**src/rtl/icache_refill_unit_pkg.sv**
```systemverilog
// Shared fetch-side definitions for the I-cache refill path: widths, derived
// block geometry and the refill FSM state encoding.
package icache_refill_unit_pkg;

   localparam int SIZE_PC     = 32;
   localparam int CACHE_WIDTH = 256;
   localparam int MEM_WIDTH   = 64;
   localparam int BEATS       = CACHE_WIDTH / MEM_WIDTH;
   localparam int BLK_OFF     = $clog2(CACHE_WIDTH / 8);
   localparam int CNT_W       = $clog2(BEATS);

   // Clears the byte-offset bits so any PC inside a block maps to its base.
   localparam logic [SIZE_PC-1:0] BLK_MASK = {{(SIZE_PC-BLK_OFF){1'b1}}, {BLK_OFF{1'b0}}};

   typedef enum logic [2:0] {
      IDLE  = 3'd0,
      REQ   = 3'd1,
      FILL  = 3'd2,
      WRITE = 3'd3,
      HOLD  = 3'd4
   } refill_state_e;

endpackage

```
**src/rtl/icache_refill_unit_if.sv**
```systemverilog
// Miss, I-cache write-back and memory burst signals of the refill unit.
// master = refill unit, slave = fetch stage / memory side.
interface icache_refill_unit_if;
   import icache_refill_unit_pkg::*;

   logic                   miss_i;
   logic [SIZE_PC-1:0]     missAddr_i;
   logic                   wrEnable_o;
   logic [SIZE_PC-1:0]     wrAddr_o;
   logic [CACHE_WIDTH-1:0] instBlock_o;
   logic                   memReq_o;
   logic [SIZE_PC-1:0]     memAddr_o;
   logic                   memGnt_i;
   logic                   memValid_i;
   logic [MEM_WIDTH-1:0]   memData_i;

   modport master (
      input  miss_i, missAddr_i, memGnt_i, memValid_i, memData_i,
      output wrEnable_o, wrAddr_o, instBlock_o, memReq_o, memAddr_o
   );

   modport slave (
      output miss_i, missAddr_i, memGnt_i, memValid_i, memData_i,
      input  wrEnable_o, wrAddr_o, instBlock_o, memReq_o, memAddr_o
   );

endinterface

```
**src/rtl/icache_refill_unit_refill_beat_buffer.sv**
```systemverilog
// Assembly register for one cache block; exposes the block as it will look
// once the current beat lands, plus a flag for the final beat.
module refill_beat_buffer
   import icache_refill_unit_pkg::*;
(
   input  logic                   clk,
   input  logic                   reset,
   input  logic                   i_wr,
   input  logic [CNT_W-1:0]       i_slot,
   input  logic [MEM_WIDTH-1:0]   i_data,
   output logic [CACHE_WIDTH-1:0] o_block_next,
   output logic                   o_done
);

   logic [BEATS-1:0][MEM_WIDTH-1:0] r_beats;
   logic [BEATS-1:0][MEM_WIDTH-1:0] w_next;

   // NOTE: the buffer is cleared on reset because its contents become a visible
   // output; a pure datapath store would normally be left unreset.
   always_ff @(posedge clk) begin
      if (!reset) begin
         r_beats <= '0;
      end else if (i_wr) begin
         r_beats[i_slot] <= i_data;
      end
   end

   // NOTE: w_next gets a full default before the slice update, so no latch forms.
   always_comb begin
      w_next         = r_beats;
      w_next[i_slot] = i_data;
   end

   assign o_block_next = w_next;
   assign o_done       = i_wr && (i_slot == CNT_W'(BEATS - 1));

endmodule

```
**src/rtl/icache_refill_unit.sv**
```systemverilog
// L1 I-cache refill engine: one burst read per miss, beats assembled into a
// block, then a single-cycle write back into the cache.
module icache_refill_unit
   import icache_refill_unit_pkg::*;
(
   input  logic                 clk,
   input  logic                 reset,
   icache_refill_unit_if.master bus,
   output logic                 busy_o,
   output logic [31:0]          refillCount_o
);

   refill_state_e          r_state;
   logic [SIZE_PC-1:0]     r_blk_addr;
   logic [CNT_W-1:0]       r_cnt;
   logic                   r_mem_req;
   logic                   r_wr_en;
   logic [SIZE_PC-1:0]     r_wr_addr;
   logic [CACHE_WIDTH-1:0] r_inst_block;
   logic [31:0]            r_refill_count;

   logic                   w_beat_wr;
   logic                   w_done;
   logic [CACHE_WIDTH-1:0] w_block_next;

   assign w_beat_wr = (r_state == FILL) && bus.memValid_i;

   refill_beat_buffer u_buf (
      .clk          (clk),
      .reset        (reset),
      .i_wr         (w_beat_wr),
      .i_slot       (r_cnt),
      .i_data       (bus.memData_i),
      .o_block_next (w_block_next),
      .o_done       (w_done)
   );

   // NOTE: all state updates use <= so every register samples pre-edge values.
   always_ff @(posedge clk) begin
      if (!reset) begin
         r_state        <= IDLE;
         r_blk_addr     <= '0;
         r_cnt          <= '0;
         r_mem_req      <= 1'b0;
         r_wr_en        <= 1'b0;
         r_wr_addr      <= '0;
         r_inst_block   <= '0;
         r_refill_count <= '0;
      end else begin
         r_wr_en <= 1'b0;
         case (r_state)
            IDLE: begin
               if (bus.miss_i) begin
                  r_blk_addr <= bus.missAddr_i & BLK_MASK;
                  r_mem_req  <= 1'b1;
                  r_state    <= REQ;
               end
            end
            REQ: begin
               if (bus.memGnt_i) begin
                  r_mem_req <= 1'b0;
                  r_cnt     <= '0;
                  r_state   <= FILL;
               end
            end
            FILL: begin
               if (w_beat_wr) begin
                  r_cnt <= r_cnt + CNT_W'(1);
                  if (w_done) begin
                     // Output registers are loaded here so they are valid during WRITE.
                     r_wr_en      <= 1'b1;
                     r_wr_addr    <= r_blk_addr;
                     r_inst_block <= w_block_next;
                     r_state      <= WRITE;
                  end
               end
            end
            WRITE: begin
               if (r_refill_count != '1) begin
                  r_refill_count <= r_refill_count + 32'd1;
               end
               r_state <= HOLD;
            end
            HOLD:    r_state <= IDLE;
            default: r_state <= IDLE;
         endcase
      end
   end

   assign bus.memReq_o    = r_mem_req;
   assign bus.memAddr_o   = r_blk_addr;
   assign bus.wrEnable_o  = r_wr_en;
   assign bus.wrAddr_o    = r_wr_addr;
   assign bus.instBlock_o = r_inst_block;
   assign busy_o          = (r_state != IDLE);
   assign refillCount_o   = r_refill_count;

endmodule

```
**src/flat_wrapper.sv**
```systemverilog
// flat-port wrapper written by rule: the top's interface ports become plain ports
module icache_refill_unit_flat import icache_refill_unit_pkg::*;
  (clk, reset, busy_o, refillCount_o, bus_miss_i, bus_missAddr_i, bus_memGnt_i, bus_memValid_i, bus_memData_i, bus_wrEnable_o, bus_wrAddr_o, bus_instBlock_o, bus_memReq_o, bus_memAddr_o);
  icache_refill_unit_if bus_i ();
  input  logic clk;
  input  logic reset;
  output logic busy_o;
  output logic [31:0] refillCount_o;
  input wire logic [$bits(bus_i.miss_i)-1:0] bus_miss_i;
  input wire logic [$bits(bus_i.missAddr_i)-1:0] bus_missAddr_i;
  input wire logic [$bits(bus_i.memGnt_i)-1:0] bus_memGnt_i;
  input wire logic [$bits(bus_i.memValid_i)-1:0] bus_memValid_i;
  input wire logic [$bits(bus_i.memData_i)-1:0] bus_memData_i;
  output wire logic [$bits(bus_i.wrEnable_o)-1:0] bus_wrEnable_o;
  output wire logic [$bits(bus_i.wrAddr_o)-1:0] bus_wrAddr_o;
  output wire logic [$bits(bus_i.instBlock_o)-1:0] bus_instBlock_o;
  output wire logic [$bits(bus_i.memReq_o)-1:0] bus_memReq_o;
  output wire logic [$bits(bus_i.memAddr_o)-1:0] bus_memAddr_o;
  assign bus_i.miss_i = bus_miss_i;
  assign bus_i.missAddr_i = bus_missAddr_i;
  assign bus_i.memGnt_i = bus_memGnt_i;
  assign bus_i.memValid_i = bus_memValid_i;
  assign bus_i.memData_i = bus_memData_i;
  assign bus_wrEnable_o = bus_i.wrEnable_o;
  assign bus_wrAddr_o = bus_i.wrAddr_o;
  assign bus_instBlock_o = bus_i.instBlock_o;
  assign bus_memReq_o = bus_i.memReq_o;
  assign bus_memAddr_o = bus_i.memAddr_o;
  icache_refill_unit u_core (.clk(clk), .reset(reset), .bus(bus_i), .busy_o(busy_o), .refillCount_o(refillCount_o));
endmodule
```
**config.mk**
```make
export PLATFORM = sky130hd
export DESIGN_NAME = icache_refill_unit_flat
export DESIGN_NICKNAME = d
export VERILOG_FILES = /design/src/rtl/icache_refill_unit_pkg.sv /design/src/rtl/icache_refill_unit_if.sv /design/src/rtl/icache_refill_unit_refill_beat_buffer.sv /design/src/rtl/icache_refill_unit.sv /design/src/flat_wrapper.sv
export SDC_FILE = /design/constraint.sdc
export NUM_CORES = 1
export LEC_CHECK = 0
export ABC_AREA = 1
export BUFFER_PORTS_ARGS = -buffer_cell sky130_fd_sc_hd__buf_2
export CAP_MARGIN = 30
export CORE_MARGIN = 1
export CORE_UTILIZATION = 35
export CTS_CLUSTER_SIZE = 16
export DETAILED_ROUTE_END_ITERATION = 10
export HOLD_SLACK_MARGIN = 0.06
export PLACE_DENSITY = 0.66
export SLEW_MARGIN = 25
export SYNTH_ARGS = -nofsm -noshare
export SYNTH_HDL_FRONTEND = slang
export SYNTH_HIERARCHICAL = 1
export SYNTH_SLANG_ARGS = --single-unit
export TNS_END_PERCENT = 5
```
**constraint.sdc**
```tcl
create_clock -name clk -period 6.18 [get_ports clk]
set_input_delay 1.236 -clock clk [delete_from_list [all_inputs] [get_ports clk]]
set_output_delay 1.236 -clock clk [all_outputs]
set_load 0.05 [all_outputs]
```
==> metrics, run 1 <==
met2 routed WL=37210 um; Max Slew Vio Count=0; Core ar.=77340 um^2; Max clock buf depth=3; CP peak stage delay=0.61 ns; switch share=29.55%; Antenna Nets Post-Route=0; Final setup viols=0; PwrDens=301.5 nW/um^2; Sink Count=605; CP dominant cell by count=buf_4; Die ar.=79150 um^2; TNS Setup=0 ns; Final Cycle Share=55.91%; hold crit path type=reg -> reg; final RePlAce weighted congestion=0.8934; global-route wire length before repair=128400 um; combinational share of power=14.8%; PostCTS Resize Cnt=0; Internal Power=6.746 mW; largest area contributor in the netlist=dfxtp_1; uppermost layer routed=met5; Post-Syn Instances=4081; ranking of synthesized cells by area=dfxtp_1 44%, nand2_1 15%, nand3_1 11%; layout cells sized above 1=13.71%; Iteration-0 DRC Markers=2382; crit-path cells=buf_2 > inv_1 > nor2_4 > buf_4 > buf_4 > buf_12 > nand3_1 > a21oi_1; critical path class=in -> reg; Fmax achieved=289.4 MHz; syn_area_per_cell=6.692 um^2; CP delay by family, top=buffers and inverters; Die Y=281.3 um; mapped cell area=27310 um^2; max_cap viols=0; CTS tree=yes; Worst Path Buf+Inv=5; IO Pins=456; sequential-to-total area share from yosys stat=44.35%; footprint of the multi-input gates=12390 um^2; Clock Pin Slew Worst Setup and Hold Paths=0.05 ns; worst hold slack=0.4561 ns; CTS Buf Count=70; Die X=281.3 um; peak supply drop=0.2447 mV; largest net degree at the start of global routing=238; commonest non-fill, non-tap cell in the layout=nand2_1; Crit. End Element=flip-flop; total track usage=20.30%; Hold Path Origin=u_core/bus.instBlock_o[129]; Starting Density=35.31%; # DRC=0; Seq cells post-synth=605; Unique masters post-synth=35; Critical Path AT=3.97 ns; M1 WL=38040 um; drt first pass iters=6; area delta synth->final=16.28%; clk_lat worst skew=0.60 ns; Crit-path slowest cell=buf_12; Filler cells=8147; number of hold buffers added after cts=0; crit-path max FO=237; Primary FF master, synth=dfxtp_1; vias per cell=4.906; # H-tree levels=3; Critical Path Start=bus_memValid_i; Least-Margin Pin Slew=1.101 ns; top-area cell type share of the netlist area=44.35%; final cell count without fillers=5419; WP data required=6.69 ns; wire length on met3=6775 um; Worst slew margin=26.60%; Clock Tree Root=clkbuf_16; DRT Wirelength=83680 um; register area=12120 um^2; total grt overflow=0; I/O Buffers=440; Final Skew=0.02594 ns; Final Critical Period=3.455 ns; Nets=4430; EDFF count, synth=0; Vias=26586; clock share of power=41.7%; hpwl dp=49770 um; status=finished, final reports clean; FP Rows=102; Async SR Flop Fraction=0%; WL/cell=15.44 um; RR Startpoint=u_core/r_state[0]; Leak=15.07 nW; initial antenna violation count=7; part of the power in registers=43.5%; final hold violation count=0; yosys warns=6; unrepaired setup endpoints after global routing=no; Post-CTS Setup Bufs=0; Critical Path Start Type=input port; most frequent cells in the layout=1068 x nand2_1, 651 x nor2_1, 603 x dfxtp_1; Switch Pwr=2.830 mW; placed cells=5292; vias in the first global route=23179
-- through the flow --
step	setup slack [ns]	area [um^2]	util, %	total power, mW
after detailed placement	2.238	29480	38.12	5.655
after global placement	2.255	29460	38.09	5.619
after CTS	2.746	31650	40.93	9.672
after floorplan	3.010	27350	-	5.317
after global routing	2.626	31750	41.05	10.03
final	2.725	31760	41.06	9.576
-- power groups by stage --
| stage | Combinational (mW) | Clock (mW) | Sequential, mW |
|---|---|---|---|
| final | 1.42 | 3.99 | 4.17 |
| after global routing | 1.59 | 4.26 | 4.18 |
| after CTS | 1.41 | 4.10 | 4.17 |
| after detailed placement | 1.40 | 0 | 4.25 |
| after global placement | 1.37 | 0 | 4.24 |
| after floorplan | 0.994 | 0 | 4.32 |
-- sequential cells by signal, indices dropped and copies added (netlist names) --
signal                  cells
u_core/bus.wrEnable_o       1
u_core/bus.instBlock_o    256
u_core/refillCount_o       32
u_core/u_buf/r_beats      256
u_core/bus.memAddr_o       27
u_core/r_state              3
u_core/bus.wrAddr_o        27
u_core/r_cnt                2
u_core/bus.memReq_o         1
-- area by class of cell --
class / instances / share of cell area [%]
antenna: 4 / 0.03152
clock buffer: 103 / 6.379
clock inverter: 16 / 0.4491
inverter: 316 / 3.814
multi-input combinational: 2867 / 39.01
sequential: 605 / 38.16
tap: 1040 / 4.097
timing repair buffer: 468 / 8.061
-- synthesized netlist by cell type (5+ instances only) --
cell type and n:
nand2_1 1069, nor2_1 651, dfxtp_1 605, nand3_1 597, a21oi_1 397, inv_1 313, buf_2 119, o21ai_0 98
clkbuf_1 96, buf_4 47, buf_6 28, buf_1 5, clkbuf_2 5, nand2_2 5, nor2_4 5, nor3_1 5
-- path summary, 6_finish.rpt --
check	slack, ns	endpoint	cells past startpoint
setup / recovery	2.72	u_core/bus.instBlock_o[37]	8
hold reg to reg	0.46	u_core/bus.instBlock_o[129]	2
hold / removal	0.46	u_core/bus.instBlock_o[129]	2
setup reg to reg	2.83	u_core/bus.instBlock_o[37]	8
-- cells by family (layout without fill, tap and decap cells) --
group,count (synthesis),count (layout),synth area share [%]
buffers and inverters,618,903,10.55
AO/OA/AOI/OAI,500,500,9.236
other,1,14,0.01373
XOR/XNOR,6,6,0.1924
AND/OR/NAND/NOR,2350,2350,35.61
flip-flops,605,605,44.35
adder cells (fa/ha/maj),1,1,0.04581
-- routing by layer --
layer / track usage (%) / up-vias
met5: 0 / -
met4: 5.560 / 8
met3: 5.411 / 122
met2: 31.85 / 831
met1: 27.33 / 12245
li1: - / 13380
-- worst min-delay path: cells and delay by family (launching register included) --
kind               cells  cell delay (ns)
and+or+nand+nor        1             0.06
AOI/OAI and AO/OA      1             0.05
DFF                    1             0.30
Power figures use the tool's default switching activity.
==> run 2: changes to the inputs <==
==> constraint.sdc (replaced) <==
create_clock -name clk -period 3.2 [get_ports clk]
set_input_delay 0.64 -clock clk [delete_from_list [all_inputs] [get_ports clk]]
set_output_delay 0.64 -clock clk [all_outputs]
set_load 0.05 [all_outputs]
==> metrics, run 2 (same netlist as run 1, synthesis figures left out) <==
number of hold buffers added after cts=0 (unchanged); I/O Buffers=440 (unchanged); hold crit path type=in -> reg; hpwl dp=52210 um (+4.9%); total track usage=20.13% (-0.17 points); crit-path max FO=37 (-84%); layout cells sized above 1=14.31% (+0.59 points); max_cap viols=0 (unchanged); commonest non-fill, non-tap cell in the layout=nand2_1; critical path class=reg -> reg; initial antenna violation count=7 (unchanged); switch share=29.68% (+0.13 points); Antenna Nets Post-Route=0 (unchanged); FP Rows=102 (unchanged); WP data required=3.71 ns (-2.98 ns); Final Cycle Share=73.55%; vias in the first global route=23753 (+2.5%); TNS Setup=0 ns (unchanged); peak supply drop=0.4087 mV (+67%); Max clock buf depth=3 (unchanged); Sink Count=605 (unchanged); most frequent cells in the layout=1068 x nand2_1, 651 x nor2_1, 603 x dfxtp_1; Worst slew margin=33.90% (+7.3 points); Hold Path Origin=bus_missAddr_i[25]; Fmax achieved=424.9 MHz; vias per cell=4.902 (about the same); Critical Path Start=u_core/r_cnt[1]; pre-CTS setup slack=0.8228 ns (-1.415 ns); Core ar.=77340 um^2 (unchanged); # DRC=0 (unchanged); # H-tree levels=3 (unchanged); Die Y=281.3 um (unchanged); largest net degree at the start of global routing=195 (-18%); Iteration-0 DRC Markers=2174 (-8.7%); Final Critical Period=2.354 ns; worst hold slack=0.3145 ns (-0.1417 ns); Critical Path Start Type=flip-flop; Clock Tree Root=clkbuf_16; clock share of power=41.9% (+0.2 points); final RePlAce weighted congestion=0.8872 (-0.69%); CTS Buf Count=71 (+1.4%); PostCTS Resize Cnt=0 (unchanged); status=finished, final reports clean; Least-Margin Pin Slew=0.9915 ns (-0.1095 ns); Worst Setup Slack, final=0.8464 ns (-1.878 ns); clk_lat worst skew=0.61 ns (about the same); Crit. End Element=flip-flop; combinational share of power=14.9% (about the same); Die ar.=79150 um^2 (unchanged); WL/cell=15.22 um (-1.5%); Switch Pwr=5.536 mW (+96%); final hold violation count=0 (unchanged); Clock Pin Slew Worst Setup and Hold Paths=0.06 ns (about the same); Nets=4458 (+0.63%); Final setup viols=0 (unchanged); drt first pass iters=5 (-1); Post-CTS Setup Bufs=0 (unchanged); Vias=26727 (+0.53%); post-layout util=41.57% (+0.51 points); Starting Density=35.31% (unchanged); Critical Path AT=2.87 ns (-1.10 ns); global-route wire length before repair=128000 um (-0.29%); Max Slew Vio Count=0 (unchanged); Die X=281.3 um (unchanged); Internal Power=13.11 mW (+94%); part of the power in registers=43.2% (-0.3 points); unrepaired setup endpoints after global routing=no; IO Pins=456 (unchanged); CTS tree=yes; area delta synth->final=17.73%; total grt overflow=0 (unchanged); DRT Wirelength=82960 um (-0.87%); PwrDens=580.1 nW/um^2 (+92%); Leak=15.30 nW (+1.5%); RR Startpoint=u_core/r_cnt[1]; Final Skew=0.02466 ns (-0.001280 ns)
## run 2: worst paths after layout
path                                 endpoint  slack, ns  cells after the start
setup / recovery   u_core/bus.instBlock_o[95]       0.85                      7
hold / removal       u_core/bus.memAddr_o[25]       0.31                      3
setup reg to reg   u_core/bus.instBlock_o[95]       0.85                      7
hold reg to reg   u_core/bus.instBlock_o[168]       0.46                      2
## run 2: cell type report
| cell class | count | area, um^2 |
|---|---|---|
| Fill cell | 8117 | 45190 |
| Multi-Input combinational cell | 2867 | 12390 |
| Sequential cell | 605 | 12120 |
| Timing Repair Buffer | 495 | 2890 |
| Clock buffer | 107 | 2074 |
| Tap cell | 1040 | 1301 |
| Inverter | 316 | 1211 |
| Clock inverter | 20 | 163.9 |
| Antenna cell | 2 | 5.005 |
## run 2: through the flow
stage / instances / power, mW / instance area, um^2
2_1_floorplan: 4090 / 10.27 / 27350
3_3_place_gp: 5323 / 10.95 / 29910
3_5_place_dp: 5323 / 10.99 / 29910
4_1_cts: 5450 / 18.87 / 32150
5_1_grt: 5450 / 19.53 / 32150
6_report: 5452 / 18.65 / 32150
## run 2: metal layers
metal  wire length [um]  vias to the layer above  GRT usage, %  part of all wire, %
li1                   -                    13473             -                    -
met1              37150                    12325         26.35                   45
met2              37450                      790         32.44                   45
met3               6643                      129         5.370                  8.0
met4               1646                       10         5.644                  2.0
met5                 62                        -             0                0.075
## run 2: power by group through the flow
stage               sequential, mW  clock, mW  combinational, mW
floorplan                     8.35          0               1.92
global placement              8.21          0               2.74
detailed placement            8.22          0               2.77
CTS                           8.06       8.03               2.78
global route                  8.10       8.34               3.09
finish                        8.06       7.81               2.78
## run 2: worst max-delay path, stage by stage (launching register included)
cell and delay, ns:
dfxtp_4 0.73, clkinv_2 0.24, nand2_4 0.43, buf_12 0.30, nand2_1 0.11, nand2_1 0.10, nand3_1 0.10, a21oi_1 0.16
